===== config.mk =====
export PLATFORM = sky130hd
export DESIGN_NAME = poly_compress4_packer
export DESIGN_NICKNAME = d
export VERILOG_FILES = /design/src/rtl/kyber_pkg.sv /design/src/rtl/compress4_lane.sv /design/src/rtl/poly_compress4_packer.sv
export SDC_FILE = /design/constraint.sdc
export NUM_CORES = 2
export LEC_CHECK = 0
export CORE_MARGIN = 3
export CORE_UTILIZATION = 60
export CTS_CLUSTER_DIAMETER = 120
export CTS_CLUSTER_SIZE = 24
export DETAILED_ROUTE_END_ITERATION = 16
export GPL_ROUTABILITY_DRIVEN = 0
export PLACE_DENSITY = 0.89
export SLEW_MARGIN = 20
export SYNTH_ARGS = -nofsm -noshare
export SYNTH_HDL_FRONTEND = slang
export SYNTH_SLANG_ARGS = --single-unit

===== constraint.sdc =====
create_clock -name iClk -period 10.5 [get_ports iClk]
set_input_delay 2.1 -clock iClk [delete_from_list [all_inputs] [get_ports iClk]]
set_output_delay 2.1 -clock iClk [all_outputs]
set_load 0.02 [all_outputs]

===== src/rtl/kyber_pkg.sv =====
// Shared Kyber constants and lane/nibble index helpers for the compress and add paths.
package kyber_pkg;

    localparam int unsigned KYBER_Q         = 3329;
    localparam int unsigned KYBER_Q_HALF    = 1665;
    localparam int unsigned COMPRESS4_MULT  = 80635;
    localparam int unsigned COMPRESS4_SHIFT = 28;

    // LSB of coefficient lane k inside a packed beat of w-bit lanes
    function automatic int unsigned lane_lsb(input int unsigned k, input int unsigned w);
        return k * w;
    endfunction

    // MSB of nibble k in reversed order: lane 0 occupies the top d bits
    function automatic int unsigned nibble_msb(input int unsigned k, input int unsigned n,
                                               input int unsigned d);
        return n * d - 1 - k * d;
    endfunction

endpackage


===== src/rtl/compress4_lane.sv =====
// Combinational Compress_q(u,4) for one normalised coefficient, reference-exact uint32 arithmetic.
module compress4_lane
    import kyber_pkg::*;
(
    input  logic [15:0] u_i,
    output logic [3:0]  c_o
);

    logic [31:0] t;
    logic [31:0] prod;

    // Product wraps mod 2^32 exactly like the C reference; this yields 0 for u near Q.
    always_comb begin
        t    = {16'd0, u_i} << 4;
        t    = t + KYBER_Q_HALF;
        prod = t * COMPRESS4_MULT;
        c_o  = prod[COMPRESS4_SHIFT +: 4];
    end

endmodule


===== src/rtl/poly_compress4_packer.sv =====
// Streaming Compress_q(x,4) of eight signed coefficients per beat into 32-bit packed nibbles.
module poly_compress4_packer
    import kyber_pkg::*;
#(
    parameter int unsigned N_LANES        = 8,
    parameter int unsigned COEFF_W        = 16,
    parameter int unsigned D              = 4,
    parameter int unsigned BEATS_PER_POLY = 32
) (
    input  logic                         iClk,
    input  logic                         iRst,
    input  logic                         iClear,
    input  logic                         iValid,
    output logic                         oReady,
    input  logic [N_LANES*COEFF_W-1:0]   iCoeffs,
    output logic                         oValid,
    input  logic                         iReady,
    output logic [N_LANES*D-1:0]         oPacked,
    output logic                         oLast,
    output logic                         oRangeErr
);

    localparam int unsigned CNT_W = $clog2(BEATS_PER_POLY);
    localparam logic signed [COEFF_W-1:0] Q_S = COEFF_W'(KYBER_Q);

    logic                              s1_valid_q, s1_valid_d;
    logic [N_LANES-1:0][COEFF_W-1:0]   s1_u_q, s1_u_d;
    logic                              s1_err_q, s1_err_d;
    logic                              s2_valid_q, s2_valid_d;
    logic [N_LANES*D-1:0]              packed_q, packed_d;
    logic                              err_q, err_d;
    logic [CNT_W-1:0]                  cnt_q, cnt_d;

    logic                              advance;
    logic [N_LANES-1:0][COEFF_W-1:0]   u_in;
    logic [N_LANES-1:0]                lane_oor;
    logic [N_LANES-1:0][D-1:0]         lane_c;
    logic [N_LANES*D-1:0]              packed_c;

    for (genvar k = 0; k < N_LANES; k++) begin : g_lane
        logic signed [COEFF_W-1:0] x;
        assign x           = iCoeffs[lane_lsb(k, COEFF_W) +: COEFF_W];
        assign lane_oor[k] = (x >= Q_S) || (x <= -Q_S);
        assign u_in[k]     = x[COEFF_W-1] ? COEFF_W'(x + Q_S) : x;

        compress4_lane u_lane (
            .u_i (s1_u_q[k]),
            .c_o (lane_c[k])
        );
    end

    always_comb begin
        packed_c = '0;
        for (int unsigned k = 0; k < N_LANES; k++) begin
            packed_c[nibble_msb(k, N_LANES, D) -: D] = lane_c[k];
        end
    end

    assign advance   = ~s2_valid_q | iReady;
    assign oReady    = advance;
    assign oValid    = s2_valid_q;
    assign oPacked   = packed_q;
    assign oRangeErr = err_q;
    assign oLast     = s2_valid_q & (cnt_q == CNT_W'(BEATS_PER_POLY - 1));

    always_comb begin
        s1_valid_d = s1_valid_q;
        s1_u_d     = s1_u_q;
        s1_err_d   = s1_err_q;
        s2_valid_d = s2_valid_q;
        packed_d   = packed_q;
        err_d      = err_q;
        cnt_d      = cnt_q;

        if (advance) begin
            s1_valid_d = iValid;
            s1_u_d     = u_in;
            s1_err_d   = |lane_oor;
            s2_valid_d = s1_valid_q;
            packed_d   = packed_c;
            if (s1_valid_q && s1_err_q) err_d = 1'b1;
        end

        if (s2_valid_q && iReady) begin
            cnt_d = (cnt_q == CNT_W'(BEATS_PER_POLY - 1)) ? '0 : cnt_q + 1'b1;
        end

        // Clear wins over any same-cycle handshake or error capture
        if (iClear) begin
            s1_valid_d = 1'b0;
            s2_valid_d = 1'b0;
            cnt_d      = '0;
            err_d      = 1'b0;
        end
    end

    always_ff @(posedge iClk or posedge iRst) begin
        if (iRst) begin
            s1_valid_q <= 1'b0;
            s1_u_q     <= '0;
            s1_err_q   <= 1'b0;
            s2_valid_q <= 1'b0;
            packed_q   <= '0;
            err_q      <= 1'b0;
            cnt_q      <= '0;
        end else begin
            s1_valid_q <= s1_valid_d;
            s1_u_q     <= s1_u_d;
            s1_err_q   <= s1_err_d;
            s2_valid_q <= s2_valid_d;
            packed_q   <= packed_d;
            err_q      <= err_d;
            cnt_q      <= cnt_d;
        end
    end

endmodule


==> impl_metrics.yaml <==
clock_tree:
  ctsHoldBuffers: 0
  clkTransAtPathRegs_ns: 0.08
  htreeDepth: 4
  clk_path_buf_depth: 2
  numClockSinks: 169
  cts_root_buffer: "clkbuf_16"
  cts_resized: 0
  cts-buffers-inserted: 17
  post_cts_buffers: 0
  clock_latency_ns: 0.54
  cts_tree: "built"
global_route:
  grt_pass1_vias: 42202
  grt_max_degree: 105
  grt_pass1_wl_mm: 214
  gr-total-overflow: 0
  antenna_found_initial: 17
  track_usage_pct: 30.2
layout:
  drive_above_1_share_pct: 2.10
  nets: 7685
  final.fill_count: 6332
  area_growth_pct: 7.53
synth:
  ys_seq_area_share_pct: 8.15
  synthCells: 5542
  yosysWarnings: 0
  ys.flop_type: "dfrtp_1"
  ys_top_cells_by_area: "fa_1 (38%), ha_1 (21%), inv_1 (13%)"
  syn_area_mm2: 0.0519
  synth_cell_types: 73
  synth-seq-cells: 169
  yosysMostFrequentCell: "inv_1"
  synth_edf_count: 0
  avgSynthCellArea_um2: 9.37
  synth_common_cells: "inv_1 (1790), fa_1 (983), ha_1 (858), nand2_1 (316), xnor2_1 (231)"
  yosys.area.top_type_share_pct: 37.9
  ys_async_sr_fraction_pct: 100
  synth_fp_nets: 7516
  synth_largest_area_cell: "fa_1"
floorplan:
  initial_core_util_pct: 60.8
  core_mm2: 0.0854
  fp.dieW_um: 300
  dieArea_mm2: 0.0901
  core.rowCount: 107
  io-pin-count: 169
  die-height_um: 300
place:
  port_buffers: 168
  dp_hpwl_mm: 111
critical_path:
  worstPathMaxFanout: 8
  reg2regPathDepth: 25
  worstPathArrival_ns: 8.39
  r2r_end: "oPacked[2]"
  cp-start-kind: "flop"
  path_class: "flop to flop"
  r2r-start: "s1_u_q[115]"
  required_ns: 10.88
  regToRegSetupSlack_ns: 2.49
  endpoint_kind: "flop"
sta:
  skew_ns: 0.0202
  max_freq_mhz: 125
  hold_viol: 0
  tightest_slew_ns: 1.19
  relSlewSlack_pct: 20.3
  setup_violations: 0
  rsz0062_at_grt: "no"
  totalNegativeSetupSlack_ns: 0
  period_share_pct: 76.3
  layout_min_cycle_time_ns: 8.01
  drv_slew: 0
routing:
  via_count: 37936
  wl_per_cell_um: 18.7
  drt_wl_total_mm: 129
  via_per_inst: 5.52
  dr.pass1.iters: 7
  drcViolationCount: 0
  drt_iter0_markers: 2499
  ant_nets: 0
hold_path:
  whs_endpoint: "oPacked[23]"
  hp-start: "oPacked[23]"
  hold_path_class: "flop to flop"
  hold_depth: 2
flow_run:
  drv_cap: 0
status:
  status: "completed"
state kept, by name, summed over array words and instances, names as in the netlist:
| signal | cells |
|---|---|
| cnt_q | 5 |
| s1_valid_q | 1 |
| oPacked | 32 |
| s1_u_q | 128 |
| oValid | 1 |
| oRangeErr | 1 |
| s1_err_q | 1 |
worst max-delay path: stages, from the launching register on:
cell	delay, ns
dfrtp_1	0.50
ha_1	0.28
or3_1	0.34
nand3_1	0.15
nor2_1	0.09
and3_1	0.20
xor2_1	0.72
fa_1	0.60
fa_1	0.52
inv_1	0.06
fa_1	0.49
inv_1	0.06
fa_1	0.48
fa_1	0.50
inv_1	0.06
fa_1	0.49
inv_1	0.05
ha_1	0.29
a211oi_1	0.26
o21ai_1	0.10
a211oi_1	0.50
o2111ai_1	0.39
a31oi_1	0.36
o21bai_1	0.11
xnor2_1	0.16
o21ai_1	0.08
layer usage:
| metal | GRT usage (%) | part of all wire [%] | vias up |
|---|---|---|---|
| met5 | 0 | 0.084 | - |
| met4 | 13.4 | 4.8 | 16 |
| met3 | 5.68 | 7.7 | 422 |
| met2 | 50.8 | 49 | 1512 |
| met1 | 38.0 | 38 | 18917 |
| li1 | - | - | 17069 |
worst max path at each step:
stage,from,end,cells after the start
6_report,s1_u_q[115],oPacked[2],25
5_1_grt,s1_u_q[115],oPacked[2],25
4_1_cts,s1_u_q[115],oPacked[2],25
3_5_place_dp,s1_u_q[115],oPacked[2],25
3_3_place_gp,s1_u_q[115],oPacked[2],26
2_1_floorplan,s1_u_q[52],oPacked[18],26
cell type report:
cell class              count  area (um^2)  area share [%]
well taps                1144         1430            2.56
multi-input cells        3507        40700            73.0
clock buffers              17          425           0.762
repair buffers            203         1940            3.48
clock inverters            15          220           0.395
flip-flops and latches    169         4230            7.58
inverters                1813         6820            12.2
diodes                      8         20.0          0.0359
stage by stage:
stage	util, %	hold slack (ns)	cell area (um^2)	cells	worst slack [ns]
2_1_floorplan	-	0.480	51900	5542	3.29
3_3_place_gp	64.5	0.460	55100	6836	2.67
3_5_place_dp	64.5	0.475	55100	6836	2.52
4_1_cts	65.3	0.495	55800	6868	2.47
5_1_grt	65.3	0.511	55800	6872	2.01
6_report	65.3	0.491	55800	6876	2.49
cells by family after synthesis:
| group | synth area share (%) |
|---|---|
| buf+inv | 13.5 |
| mux | 0.410 |
| simple gates | 7.08 |
| compound gates | 5.71 |
| xor+xnor | 6.55 |
| flops | 8.15 |
| fa+ha+maj | 58.6 |
layout by cell type, fill, tap and decap left out, types with 38 or more instances in the layout:
cell and count:
a21oi_1 126, clkdlybuf4s50_1 168, dfrtp_1 169, fa_1 983
ha_1 858, inv_1 1789, nand2_1 316, nand3_1 68
nand4_1 57, nor2_1 138, o21ai_0 148, o21ai_1 38
xnor2_1 228, xor2_1 145
Power is not shown: default switching activity piles up to over one toggle a cycle in this logic, so the estimate is an artifact.
